[src/rtl/math_question_gen.sv]
// math_question_gen: wake-up arithmetic question generator and answer checker.
// Optional SUBTRACT_EN macro alternates addition and subtraction questions.
module math_question_gen #(
  parameter int         OPERAND_MAX = 49,
  parameter int         MAX_TRIES   = 3,
  parameter logic [7:0] LFSR_SEED   = 8'hA5
) (
  input  logic       clock,
  input  logic       reset,
  input  logic       alarm_on,
  input  logic [6:0] answer_in,
  input  logic       submit,
  output logic       question,
  output logic [6:0] question_a,
  output logic [6:0] question_b,
  output logic [6:0] question_c,
  output logic       op_sub,
  output logic       alarm_dismiss,
  output logic       wrong,
  output logic [2:0] tries
);
  typedef enum logic [2:0] {IDLE, GEN_A, GEN_B, ASK, CHECK, DONE} state_t;
  localparam logic [5:0] OP_MAX = 6'(OPERAND_MAX);
  localparam logic [2:0] MAX_T  = 3'(MAX_TRIES);
  state_t     state;
  logic [7:0] lfsr;
  logic [6:0] ans, expect_v, cand;
  logic       ok;
  assign cand = {1'b0, lfsr[5:0]};
  assign ok   = lfsr[5:0] <= OP_MAX;
`ifdef SUBTRACT_EN
  logic toggle;
  assign expect_v = op_sub ? question_a - question_b : question_a + question_b;
`else
  assign op_sub   = 1'b0;
  assign expect_v = question_a + question_b;
`endif
  always_ff @(posedge clock or negedge reset)
    if (!reset) begin
      state         <= IDLE;
      lfsr          <= LFSR_SEED;
      question      <= 1'b0;
      question_a    <= '0;
      question_b    <= '0;
      question_c    <= '0;
      alarm_dismiss <= 1'b0;
      wrong         <= 1'b0;
      tries         <= '0;
      ans           <= '0;
`ifdef SUBTRACT_EN
      toggle        <= 1'b1;
      op_sub        <= 1'b0;
`endif
    end else begin
      lfsr          <= {lfsr[6:0], lfsr[7] ^ lfsr[5] ^ lfsr[4] ^ lfsr[3]};
      alarm_dismiss <= 1'b0;
      wrong         <= 1'b0;
      if (!alarm_on) begin
        state      <= IDLE;
        question   <= 1'b0;
        question_a <= '0;
        question_b <= '0;
        question_c <= '0;
        tries      <= '0;
`ifdef SUBTRACT_EN
        op_sub     <= 1'b0;
`endif
      end else
        case (state)
          IDLE: begin
            state      <= GEN_A;
            question_a <= '0;
            question_b <= '0;
`ifdef SUBTRACT_EN
            toggle     <= ~toggle;
            op_sub     <= 1'b0;
`endif
          end
          GEN_A: if (ok) begin
            question_a <= cand;
            state      <= GEN_B;
          end
          GEN_B: if (ok) begin
`ifdef SUBTRACT_EN
            // larger operand always lands in a so a-b never goes negative
            if (question_a < cand) begin
              question_a <= cand;
              question_b <= question_a;
            end else
              question_b <= cand;
            op_sub <= toggle;
`else
            question_b <= cand;
`endif
            state    <= ASK;
            question <= 1'b1;
          end
          ASK: begin
            question_c <= answer_in;
            if (submit) begin
              ans   <= answer_in;
              state <= CHECK;
            end
          end
          CHECK: if (ans == expect_v) begin
            state         <= DONE;
            alarm_dismiss <= 1'b1;
            question      <= 1'b0;
            question_c    <= '0;
            tries         <= '0;
          end else begin
            wrong <= 1'b1;
            if (tries + 3'd1 == MAX_T) begin
              tries      <= '0;
              state      <= GEN_A;
              question   <= 1'b0;
              question_c <= '0;
`ifdef SUBTRACT_EN
              toggle     <= ~toggle;
`endif
            end else begin
              tries <= tries + 3'd1;
              state <= ASK;
            end
          end
          DONE:    state <= IDLE;
          default: state <= IDLE;
        endcase
    end
endmodule

[config.mk]
export PLATFORM = sky130hd
export DESIGN_NAME = math_question_gen
export DESIGN_NICKNAME = d
export VERILOG_FILES = /design/src/rtl/math_question_gen.sv
export SDC_FILE = /design/constraint.sdc
export NUM_CORES = 1
export LEC_CHECK = 0
export ABC_AREA = 1
export CORE_UTILIZATION = 28
export CTS_CLUSTER_DIAMETER = 120
export DETAILED_ROUTE_END_ITERATION = 16
export GPL_TIMING_DRIVEN = 1
export SETUP_SLACK_MARGIN = 0.3
export SLEW_MARGIN = 40
export SYNTH_ARGS = -nofsm -noshare
export SYNTH_HDL_FRONTEND = slang
export SYNTH_SLANG_ARGS = --single-unit
[constraint.sdc]
create_clock -name clock -period 3 [get_ports clock]
set_input_delay 0.3 -clock clock [delete_from_list [all_inputs] [get_ports clock]]
set_output_delay 0.3 -clock clock [all_outputs]
set_load 0.02 [all_outputs]
==> Implementation_results.wiki <==
{| class="wikitable"
! Metric !! Value
|-
| Number of DRC violations after detailed routing || 0
|-
| DRT antenna net count || 0
|-
| Clock-pin slew on the worst setup and hold paths || 90 ps
|-
| Clock latency reported for the late side of the worst-skew pair || 290 ps
|-
| Hold Fails Final Rpt || 12
|-
| Worst Path Required || 3190 ps
|-
| Max H-tree Level || 2
|-
| Number of violations reported at the end of detailed-routing iteration 0 || 50
|-
| GP Congestion || 0.796
|-
| Post-synthesis sequential area ratio || 46.3%
|-
| Crit share post-route || 76.9%
|-
| Register share of total power || 50.3%
|-
| Fraction of layout cells with a size suffix above 1 || 8.71%
|-
| Layout Cell Area excl Fill || 2860 um2
|-
| Outcome || finished with violations
|-
| Aggregate negative setup slack || 0 ps
|-
| Hold WC Path Type || primary input to asynchronous set/reset pin
|-
| Count of standard-cell rows || 32
|-
| Count of buffers added by post-CTS timing repair for setup || 0
|-
| Static leakage || 1.44 nW
|-
| Top-level port count || 39
|-
| P_sw || 422 uW
|-
| Clock Sinks || 43
|-
| Largest net degree at the start of global routing || 44
|-
| Final Max Slew Viols || 0
|-
| Fin nets || 352
|-
| Register bit total from synthesis || 43
|-
| Part of the total power dissipated in the clock network || 26.5%
|-
| Commonest cells after routing, fill and taps aside || sky130_fd_sc_hd__nand2_1, sky130_fd_sc_hd__inv_1, sky130_fd_sc_hd__dfrtp_1
|-
| Minimum period implied by the final worst setup slack || 2310 ps
|-
| # Max-Cap Violations || 0
|-
| Number of global-route vias before repair || 1,876
|-
| Sum of net half-perimeters after detailed placement || 3840 um
|-
| Core area || 7890 um2
|-
| Clock Tree Root || sky130_fd_sc_hd__clkbuf_8
|-
| Width of the die || 93.3 um
|-
| PostCTS Resize Cnt || 0
|-
| Total gr overflow || 0
|-
| Kind of start point of the critical path || flop
|-
| Starting density of the core || 29.6%
|-
| Floorplan die height || 93.3 um
|-
| Antenna violations before repair || 0
|-
| Deepest clock path buffer count || 2
|-
| Routed wire length || 5010 um
|-
| Maximum operating frequency || 0.433 GHz
|-
| Count of different cell masters after synthesis || 32
|-
| Yosys warnings || 0
|-
| Clock buffers created by TritonCTS || 5
|-
| Slew @ Worst Pin || 548 ps
|-
| Mean Syn Cell Area || 7.92 um2
|-
| Slew margin rel. || 63.4%
|-
| Peak ir drop on the vdd network || 267 uV
|-
| Detailed Routing Iterations Pass 1 || 4
|-
| Die Footprint || 8710 um2
|-
| TritonCTS clock tree || built
|-
| Class of the most critical setup path || flop to flop
|-
| Net Sw Frac || 31.6%
|-
| Combinational cell fraction of total power || 23.2%
|-
| Mapped Area || 2340 um2
|-
| Synthesized instance count || 295
|-
| Number of input and output port buffers inserted || 35
|-
| Failing checks || hold timing
|-
| Antenna diodes || 0
|-
| Via density per instance || 4.45
|-
| Most common cell after layout, fill and taps aside || sky130_fd_sc_hd__nand2_1
|-
| First-pass GRT wire length || 8490 um
|-
| Maximum fanout along the worst path || 11
|-
| Post-cts hold buffer count || 0
|-
| Final-layout worst hold slack || -5.30 ps
|-
| Global Route Usage Sum || 12.3%
|-
| Growth of design area from synthesis to finish || 22.4%
|-
| Unrepaired setup endpoints after global routing || no
|-
| Arrival @ worst endpoint || 2500 ps
|-
| Post-DR wirelength/cell || 11.5 um
|-
| Instance area at placement || 2770 um2
|-
| Total number of vias || 1,937
|-
| Internal power || 911 uW
|-
| Power Dens Cells || 466 nW/um2
|-
| Post-route clock skew || 10.3 ps
|-
| Setup crit end kind || flop
|-
| Final number of setup-violating endpoints || 0
|}
==> through the flow <==
stage               setup WS, ps  utilization, %  cells  power, mW
floorplan                    789               -    297      0.892
global placement             715            35.1    427      0.986
detailed placement           665            35.2    427      0.993
CTS                          655            36.2    435       1.35
global route                 464            36.3    435       1.42
finish                       692            36.3    435       1.33
==> worst max-delay path, cell delays in order (launching register included) <==
cell	delay (ps)
sky130_fd_sc_hd__dfrtp_1	420
sky130_fd_sc_hd__ha_1	230
sky130_fd_sc_hd__fa_1	510
sky130_fd_sc_hd__nand2_1	50
sky130_fd_sc_hd__inv_1	40
sky130_fd_sc_hd__nor2_1	30
sky130_fd_sc_hd__nor2_1	120
sky130_fd_sc_hd__nand2_2	80
sky130_fd_sc_hd__nor2_4	120
sky130_fd_sc_hd__nand4_4	140
sky130_fd_sc_hd__nand3_2	210
sky130_fd_sc_hd__nand2_2	140
sky130_fd_sc_hd__nand2_1	80
sky130_fd_sc_hd__nand2_1	50
==> cells in the mapped netlist <==
master / number / area, um2
sky130_fd_sc_hd__o21bai_1: 1 / 7.51
sky130_fd_sc_hd__nor2_1: 22 / 82.6
sky130_fd_sc_hd__o21ai_0: 16 / 80.1
sky130_fd_sc_hd__buf_1: 1 / 3.75
sky130_fd_sc_hd__nor2_2: 2 / 12.5
sky130_fd_sc_hd__fa_1: 1 / 20.0
sky130_fd_sc_hd__or2_0: 1 / 6.26
sky130_fd_sc_hd__nand3_2: 1 / 10.0
sky130_fd_sc_hd__o21ai_1: 8 / 40.0
sky130_fd_sc_hd__inv_1: 46 / 173
sky130_fd_sc_hd__nor2_4: 2 / 22.5
sky130_fd_sc_hd__ha_1: 8 / 100
sky130_fd_sc_hd__nor3_2: 1 / 10.0
sky130_fd_sc_hd__dfstp_2: 4 / 105
sky130_fd_sc_hd__nor3_4: 1 / 16.3
sky130_fd_sc_hd__conb_1: 1 / 3.75
sky130_fd_sc_hd__nand4_4: 1 / 21.3
sky130_fd_sc_hd__nand3_1: 22 / 110
sky130_fd_sc_hd__xnor2_1: 3 / 26.3
sky130_fd_sc_hd__nand4_1: 12 / 75.1
sky130_fd_sc_hd__dfrtp_1: 39 / 976
sky130_fd_sc_hd__nand3b_1: 1 / 7.51
sky130_fd_sc_hd__nand2_2: 3 / 18.8
sky130_fd_sc_hd__nand2_1: 78 / 293
sky130_fd_sc_hd__buf_4: 4 / 30.0
sky130_fd_sc_hd__buf_2: 1 / 5.00
sky130_fd_sc_hd__clkbuf_1: 1 / 3.75
sky130_fd_sc_hd__a21oi_1: 7 / 35.0
sky130_fd_sc_hd__inv_2: 3 / 11.3
sky130_fd_sc_hd__buf_6: 1 / 11.3
sky130_fd_sc_hd__xor2_1: 1 / 8.76
sky130_fd_sc_hd__nor3_1: 2 / 10.0
==> registers in the layout (all words and copies together), names as in the netlist <==
name / count
lfsr: 8
ans: 7
question_c: 7
question_a: 6
question_b: 6
state: 3
tries: 3
alarm_dismiss: 1
question: 1
wrong: 1
==> per-layer routing <==
| layer | GRT usage, % | up-vias | part of all wire (%) |
|---|---|---|---|
| li1 | - | 1000 | - |
| met1 | 15.8 | 901 | 47 |
| met5 | 0 | - | 0 |
| met2 | 20.9 | 34 | 49 |
| met4 | 3.08 | 0 | 0.42 |
| met3 | 2.85 | 2 | 4.0 |
==> area by class of cell <==
cell class / count / area [um2]
fill: 819 / 5030
sequential: 43 / 1080
multi-input combinational: 197 / 1030
timing repair buffer: 36 / 355
inverter: 49 / 184
tap: 102 / 128
clock buffer: 5 / 68.8
clock inverter: 3 / 15.0
==> power groups by stage <==
stage / registers [mW] / clock network, mW / logic, mW
floorplan: 0.691 / 0 / 0.201
global placement: 0.682 / 0 / 0.304
detailed placement: 0.683 / 0 / 0.310
CTS: 0.672 / 0.367 / 0.312
global route: 0.678 / 0.389 / 0.349
finish: 0.670 / 0.354 / 0.309
==> logic make-up after synthesis <==
group,after synthesis,share of synthesized area [%]
other,1,0.161
DFF,43,46.3
xor gates and xnor gates,4,1.50
buffers and inverters,57,10.2
AOI/OAI and AO/OA,32,6.96
and+or+nand+nor,149,29.8
adders and majority gates,9,5.14
==> path summary, 6_finish.rpt <==
kind / depth (start not counted) / slack (ps) / start / to
min: 1 / -5 / reset / question_c[1]
max: 13 / 690 / question_b[0] / question_c[0]
max reg2reg: 13 / 690 / question_b[0] / question_c[0]
min reg2reg: 0 / 360 / lfsr[6] / lfsr[7]
max in group asynchronous: 1 / 2620 / reset / lfsr[0]
min in group clock: 0 / 360 / lfsr[6] / lfsr[7]
(Power assumes the default switching activity.)
